### src/rtl/piso_pkg.sv
// Shared types and frame geometry for the parallel-in serial-out transmitter.
// Defining PISO_PARITY_EN appends an even-parity bit to every frame.
package piso_pkg;

  typedef enum logic [0:0] {
    StIdle,
    StShift
  } state_t;

`ifdef PISO_PARITY_EN
  localparam bit ParityEn = 1'b1;
`else
  localparam bit ParityEn = 1'b0;
`endif

  // Bits on the wire per word: data plus the optional parity bit.
  function automatic int unsigned frame_len(input int unsigned width);
    return ParityEn ? width + 1 : width;
  endfunction

  // The counter holds 0..FrameLen-1 but is sized for FrameLen to leave headroom.
  function automatic int unsigned cnt_w(input int unsigned width);
    return int'($clog2(frame_len(width) + 1));
  endfunction

endpackage

### src/rtl/piso_bit_counter.sv
// Frame bit counter: cleared at each word load, advanced once per shifted bit,
// saturating at the last frame bit so it never wraps.
module piso_bit_counter #(
  parameter int unsigned FrameLen = 4,
  parameter int unsigned CntW     = 3
) (
  input  logic clk,
  input  logic rst,
  input  logic clear,
  input  logic enable,
  output logic last,
  output logic becomes_last
);

  localparam logic [CntW-1:0] LastIdx   = CntW'(FrameLen - 1);
  localparam logic [CntW-1:0] PenultIdx = CntW'(FrameLen - 2);

  logic [CntW-1:0] cnt_q, cnt_d;

  always_comb begin
    cnt_d = cnt_q;
    if (clear) begin
      cnt_d = '0;
    end else if (enable && !last) begin
      cnt_d = cnt_q + CntW'(1);
    end
  end

  always_ff @(posedge clk) begin
    if (rst) begin
      cnt_q <= '0;
    end else begin
      cnt_q <= cnt_d;
    end
  end

  assign last = (cnt_q == LastIdx);
  // Lets the owner register a flag that lines up with the last bit.
  assign becomes_last = enable && !clear && (cnt_q == PenultIdx);

endmodule

### src/rtl/piso_serializer.sv
// Parallel-in serial-out transmitter: valid/ready word load, MSB-first serial output.
// Build option PISO_PARITY_EN appends an even-parity bit after the LSB of each word.
module piso_serializer
  import piso_pkg::*;
#(
  parameter int unsigned WIDTH = 4
) (
  input  logic             clk,
  input  logic             rst,
  input  logic             load_valid,
  input  logic [WIDTH-1:0] load_data,
  output logic             load_ready,
  output logic             sout,
  output logic             sout_valid,
  output logic             busy,
  output logic             done
);

  localparam int unsigned FrameLen = frame_len(WIDTH);
  localparam int unsigned CntW     = cnt_w(WIDTH);

  state_t state_q, state_d;
  logic [FrameLen-1:0] frame_q, frame_d, frame_load;
  logic handshake;
  logic cnt_clear, cnt_enable, cnt_last, cnt_becomes_last;
  logic sout_d, sout_valid_d, busy_d, done_d;

`ifdef PISO_PARITY_EN
  assign frame_load = {load_data, ^load_data};
`else
  assign frame_load = load_data;
`endif

  assign load_ready = (state_q == StIdle) || ((state_q == StShift) && cnt_last);
  assign handshake  = load_valid && load_ready;

  piso_bit_counter #(
    .FrameLen (FrameLen),
    .CntW     (CntW)
  ) u_bit_counter (
    .clk          (clk),
    .rst          (rst),
    .clear        (cnt_clear),
    .enable       (cnt_enable),
    .last         (cnt_last),
    .becomes_last (cnt_becomes_last)
  );

  always_comb begin
    state_d    = state_q;
    frame_d    = frame_q;
    cnt_clear  = 1'b0;
    cnt_enable = 1'b0;

    unique case (state_q)
      StIdle: begin
        if (handshake) begin
          state_d   = StShift;
          frame_d   = frame_load;
          cnt_clear = 1'b1;
        end
      end
      StShift: begin
        if (cnt_last) begin
          cnt_clear = 1'b1;
          // A word accepted on the last bit follows with no idle gap.
          if (handshake) begin
            frame_d = frame_load;
          end else begin
            state_d = StIdle;
            frame_d = '0;
          end
        end else begin
          frame_d    = frame_q << 1;
          cnt_enable = 1'b1;
        end
      end
      default: begin
        state_d = StIdle;
        frame_d = '0;
      end
    endcase

    // Outputs are registered from next-state so they align with the frame bit they describe.
    busy_d       = (state_d == StShift);
    sout_valid_d = busy_d;
    sout_d       = busy_d && frame_d[FrameLen-1];
    done_d       = cnt_becomes_last;
  end

  always_ff @(posedge clk) begin
    if (rst) begin
      state_q    <= StIdle;
      frame_q    <= '0;
      sout       <= 1'b0;
      sout_valid <= 1'b0;
      busy       <= 1'b0;
      done       <= 1'b0;
    end else begin
      state_q    <= state_d;
      frame_q    <= frame_d;
      sout       <= sout_d;
      sout_valid <= sout_valid_d;
      busy       <= busy_d;
      done       <= done_d;
    end
  end

endmodule

### config.mk
export PLATFORM = sky130hd
export DESIGN_NAME = piso_serializer
export DESIGN_NICKNAME = d
export VERILOG_FILES = /design/src/rtl/piso_pkg.sv /design/src/rtl/piso_bit_counter.sv /design/src/rtl/piso_serializer.sv
export SDC_FILE = /design/constraint.sdc
export NUM_CORES = 1
export LEC_CHECK = 0
export ABC_CLOCK_PERIOD_IN_PS = 2600
export CORE_MARGIN = 8
export CORE_UTILIZATION = 36
export CTS_CLUSTER_SIZE = 25
export DETAILED_ROUTE_END_ITERATION = 12
export DONT_BUFFER_PORTS = 1
export PLACE_DENSITY = 0.6
export SETUP_SLACK_MARGIN = 0.15
export SYNTH_ARGS = -nofsm -noshare
export SYNTH_HDL_FRONTEND = slang
export SYNTH_HIERARCHICAL = 1
export SYNTH_SLANG_ARGS = --single-unit
### constraint.sdc
create_clock -name clk -period 2.6 [get_ports clk]
set_input_delay 0.52 -clock clk [delete_from_list [all_inputs] [get_ports clk]]
set_output_delay 0.52 -clock clk [all_outputs]
set_load 0.05 [all_outputs]
## Word level (Yosys, flattened, before mapping)

Cells that the tools add are included.

| storage, ports and cells | value |
|---|---|
| output and inout port bits | 5 |
| flip-flop bits (word level) | 10 |

| cells by class | value |
|---|---|
| reductions and logical operators | 10 |
| mux-type cells | 11 |
| equal/unequal tests | 3 |
| bitwise logic cells | 1 |
| add/subtract/negate cells | 1 |

Operator list:

| kind | count |
|---|---|
| $mux W4 | 3 |
| $pmux W4 S2 | 1 |
| $eq A3 B2 Y1 const B | 2 |
| $logic_and A1 B1 Y1 | 6 |
| $mux W1 | 5 |
| $pmux W1 S2 | 2 |
| $add A3 B1 Y3 const B | 1 |
| $logic_not A1 Y1 | 2 |
| $ne A2 B2 Y1 const B | 1 |
| $reduce_or A2 Y1 | 1 |
| $logic_or A1 B1 Y1 | 1 |
| $not A1 Y1 | 1 |

## Longest topological paths before layout

| logic depth | value |
|---|---|
| depth in word-level cells | 9 |
| depth in mapped cells | 7 |
| gate-level depth less buffers | 7 |

## Modules after synthesis

Netlist, hierarchy kept.

By module, submodules not included:

| module | instances | cells an instance | area each (um^2) |
|---|---|---|---|
| piso_serializer | 1 | 34 | 326.6 |
| piso_bit_counter | 1 | 16 | 177.7 |

## Worst setup path after synthesis

Ideal clock, no wire load.

| path | value |
|---|---|
| path type | register to register |
| start point | reg u_bit_counter.cnt_q[0] |
| end point | reg u_bit_counter.cnt_q[1] |
| required time | 2.488 ns |
| path slack | 0.802 ns |
| arrival time | 1.686 ns |
| path buffers | 0 |
| clock period less this slack | 1.798 ns |
| stages on the path, launching flop included | 8 |
| path through | dfxtp_1 ha_1 ha_1 nand2b_4 inv_2 nor2b_4 nor2_1 a2111oi_1 |

| between the ends | value |
|---|---|
| word-level cells in the longest chain between the ends | 7 |
| elaborated cells on any way between the ends | 13 |

RTL lines:

| what | line | text |
|---|---|---|
| start: declaration | piso_bit_counter.sv:18 | `logic [CntW-1:0] cnt_q, cnt_d;` |
| start signal: assignment | piso_bit_counter.sv:33 | `cnt_q <= cnt_d;` |
| $eq A3 B2 Y1 | piso_bit_counter.sv:37 | `assign last = (cnt_q == LastIdx);` |
| via cnt_last | piso_serializer.sv:25 | `logic cnt_clear, cnt_enable, cnt_last, cnt_becomes_last;` |
| $logic_and A1 B1 Y1 | piso_serializer.sv:34 | `assign load_ready = (state_q == StIdle) \|\| ((state_q == StShift) && cnt_last);` |
| $logic_or A1 B1 Y1 | piso_serializer.sv:34 |  |
| via load_ready | piso_serializer.sv:12 | `output logic load_ready,` |
| $logic_and A1 B1 Y1 | piso_serializer.sv:35 | `assign handshake = load_valid && load_ready;` |
| $mux W1 | piso_serializer.sv:57 | `if (handshake) begin` |
| $pmux W1 S2 | piso_serializer.sv:55 | `unique case (state_q)` |
| $reduce_or A2 Y1 (no source line) | n/a |  |

The timed path passes the listed nets, and every way through them passes these cells.
A chain may end at the register's enable or synchronous reset.

## Final worst setup path

| path | value |
|---|---|
| start point | reg u_bit_counter.cnt_q[0] |
| end point | out load_ready |

| between the ends | value |
|---|---|
| word-level cells in the longest chain between the ends | 3 |

RTL lines:

| what | line |
|---|---|
| $eq A3 B2 Y1 | piso_bit_counter.sv:37 |
| via cnt_last | piso_serializer.sv:25 |
| $logic_and A1 B1 Y1 | piso_serializer.sv:34 |
| $logic_or A1 B1 Y1 | piso_serializer.sv:34 |
| end: declaration | piso_serializer.sv:12 |

The timed path passes the listed nets, and every way through them passes these cells.

==> impl_metrics.toml <==
[run_status]
run_status = "finished, final reports clean"

[logic_synthesis]
synth_edf_count = 0
postSynthAreaPerCell_um2 = 10.08
synthCells = 50
async_flop_share = 0
synth_fp_nets = 60
synth_area_um2 = 504.2
synth.yosys.seq_area_share = 0.3970
synth-seq-cells = 10
synth_ff_type = "dfxtp_1"
ys.warnings.count = 6
yosysUniqueCellTypes = 25

[floorplanning]
core_um2 = 1301
die-area_um2 = 2854
start_util = 0.3875
die_w_um = 53.43
pin_count = 12
rows = 13
die_h_um = 53.43

[drt]
drt-total-wl_um = 892
dr.pass1.iters = 2
drt-initial-drc-count = 1
drc = 0
ant_nets = 0
route.vias.total = 357
viasPerCell = 5.250
wire_per_inst_um = 13.12

[global_routing]
grt_pass1_wl_mm = 1.449
grt_pass1_vias = 329
antenna_found_initial = 0
grt_remaining_overflow = 0
grt_max_degree = 10
grt_util_all_layers = 0.07195

[cts]
cts_buffers = 3
insertion_delay_ns = 0.26
clockBufferDepth = 2
cts_sinks = 10
ctsHoldBuffers = 0
clk_pin_slew_ns = 0.07
post_cts_resized = 0
htreeDepth = 1
post_cts.repair.setup_buffers = 0
cts_tree = "built"
cts.root.buffer_cell = "clkbuf_4"

[place]
globalplace.congestion = 0.7013
dp_hpwl_um = 675.8
port_buffers = 0

[worst_setup_path]
path_delay_family = "adder cells"
crit_chain = "ha_1 > ha_1 > nand2b_4"
required_ns = 2.08
cp_num_buf_inv = 0
crit_type = "reg2out"
cp.arrival_ns = 1.41
crit_slowest_cell = "dfxtp_1"
worstSetupEndpointType = "output port"
crit_fanout = 7
slowest_delay_ns = 0.37
cp_common_cell = "ha_1"
start_kind = "flop"

[final_layout]
n_antenna_cell = 0
drive_above_1_share = 0.1887
fin_nets = 64
syn_to_final_growth_pct = 8.685
fillerInstances = 139

[pwr]
total_power_uw = 359.0
peakVddDrop_mv = 0.3441
power.leakage_nw = 0.2158
powerDensity_nw_per_um2 = 655.1

[timing]
setup_viol = 0
slew_viol_final = 0
fmax_mhz = 518.3
slew-limit-headroom = 0.6534
rsz0062_at_grt = "no"
finalCritPeriodShare = 0.7420
worstMarginPinSlew_ns = 0.5144
skew_ns = 0.004538
final.setup.tns_ns = 0
hold_viol_final = 0
period_minus_slack_ns = 1.929

[worst_hold_path]
hold_path_class = "in2reg"

[flow_run]
maxCapViolCount = 0
## routing by layer
metal,vias up,track usage,share of wire
met5,-,0,0
met4,0,0.02521,0.010
met3,2,0.07843,0.14
met2,14,0.09961,0.42
met1,159,0.06897,0.42
li1,182,-,-
## registers in the layout (all words and copies together), names as in the netlist
| signal | count |
|---|---|
| done | 1 |
| frame_q | 4 |
| sout | 1 |
| state_q | 1 |
| u_bit_counter/cnt_q | 3 |
## cell usage after synthesis, types with 2 or more instances
library cell   n  share of area
a21oi_1        3          0.030
a32oi_1        2          0.035
dfxtp_1       10           0.40
ha_1           3          0.074
inv_1          4          0.030
mux2i_1        4          0.079
nand3_1        2          0.020
nor2_1         3          0.022
nor2b_1        2          0.025
or2_0          2          0.025
## per-stage QoR
step	hold slack [ns]	instances	instance area [µm²]	util	worst slack (ns)
floorplan	0.4886	50	504.2	-	0.8021
global placement	0.5124	64	511.7	0.3933	0.7051
detailed placement	0.5185	64	511.7	0.3933	0.6879
CTS	0.3061	68	548.0	0.4212	0.6421
global route	0.2952	68	548.0	0.4212	0.5509
finish	0.3165	68	548.0	0.4212	0.6708
## worst paths after layout
path                                                          start                             endpoint  slack (ns)  cells after the start
worst max register to register  u_bit_counter/cnt_q[0]$_SDFFE_PP0P_  u_bit_counter/cnt_q[1]$_SDFFE_PP0P_        0.69                      7
worst max-delay path            u_bit_counter/cnt_q[0]$_SDFFE_PP0P_                           load_ready        0.67                      3
worst min-delay path                                            rst              frame_q[2]$_SDFFE_PP0P_        0.32                      1
worst min register to register  u_bit_counter/cnt_q[1]$_SDFFE_PP0P_  u_bit_counter/cnt_q[1]$_SDFFE_PP0P_        0.53                      2
## kinds of logic after synthesis
group | count (synthesis) | synth area share
AND/OR/NAND/NOR | 15 | 0.2010
AO/OA/AOI/OAI | 10 | 0.1563
flip-flops | 10 | 0.3970
buffers and inverters | 7 | 0.07443
multiplexers | 4 | 0.07941
adder cells (fa/ha/maj) | 3 | 0.07445
XOR/XNOR | 1 | 0.01737
## area by class of cell
class | instances | area (µm²) | share of cell area
Timing Repair Buffer | 1 | 7.507 | 0.01370
Clock buffer | 4 | 36.28 | 0.06621
Multi-Input combinational cell | 33 | 266.5 | 0.4863
Sequential cell | 10 | 200.2 | 0.3653
Tap cell | 15 | 18.77 | 0.03425
Inverter | 5 | 18.77 | 0.03425
## report_power, final
part | internal (mW) | switching [mW]
sequential | 0.162 | 0.0101
combinational | 0.0194 | 0.0291
clock | 0.0850 | 0.0532
total | 0.267 | 0.0924
## worst reg2reg max path, cell delays in order (launching register included)
cell and delay (ns):
dfxtp_1 0.33, ha_1 0.20, ha_1 0.28, nand2b_4 0.28, inv_2 0.13, nor2b_4 0.21, nor2_1 0.06, a2111oi_1 0.33
## layout by cell type, fill, tap and decap left out, types with 2 or more instances in the layout
cell / Yosys / routed
or2_0: 2 / 2
a32oi_1: 2 / 2
mux2i_1: 4 / 4
nor2b_1: 2 / 2
nor2_1: 3 / 3
ha_1: 3 / 3
dfxtp_1: 10 / 10
a21oi_1: 3 / 3
nand3_1: 2 / 2
inv_1: 4 / 4
clkbuf_4: 0 / 3
No activity file was read; power rests on OpenSTA's default activity.
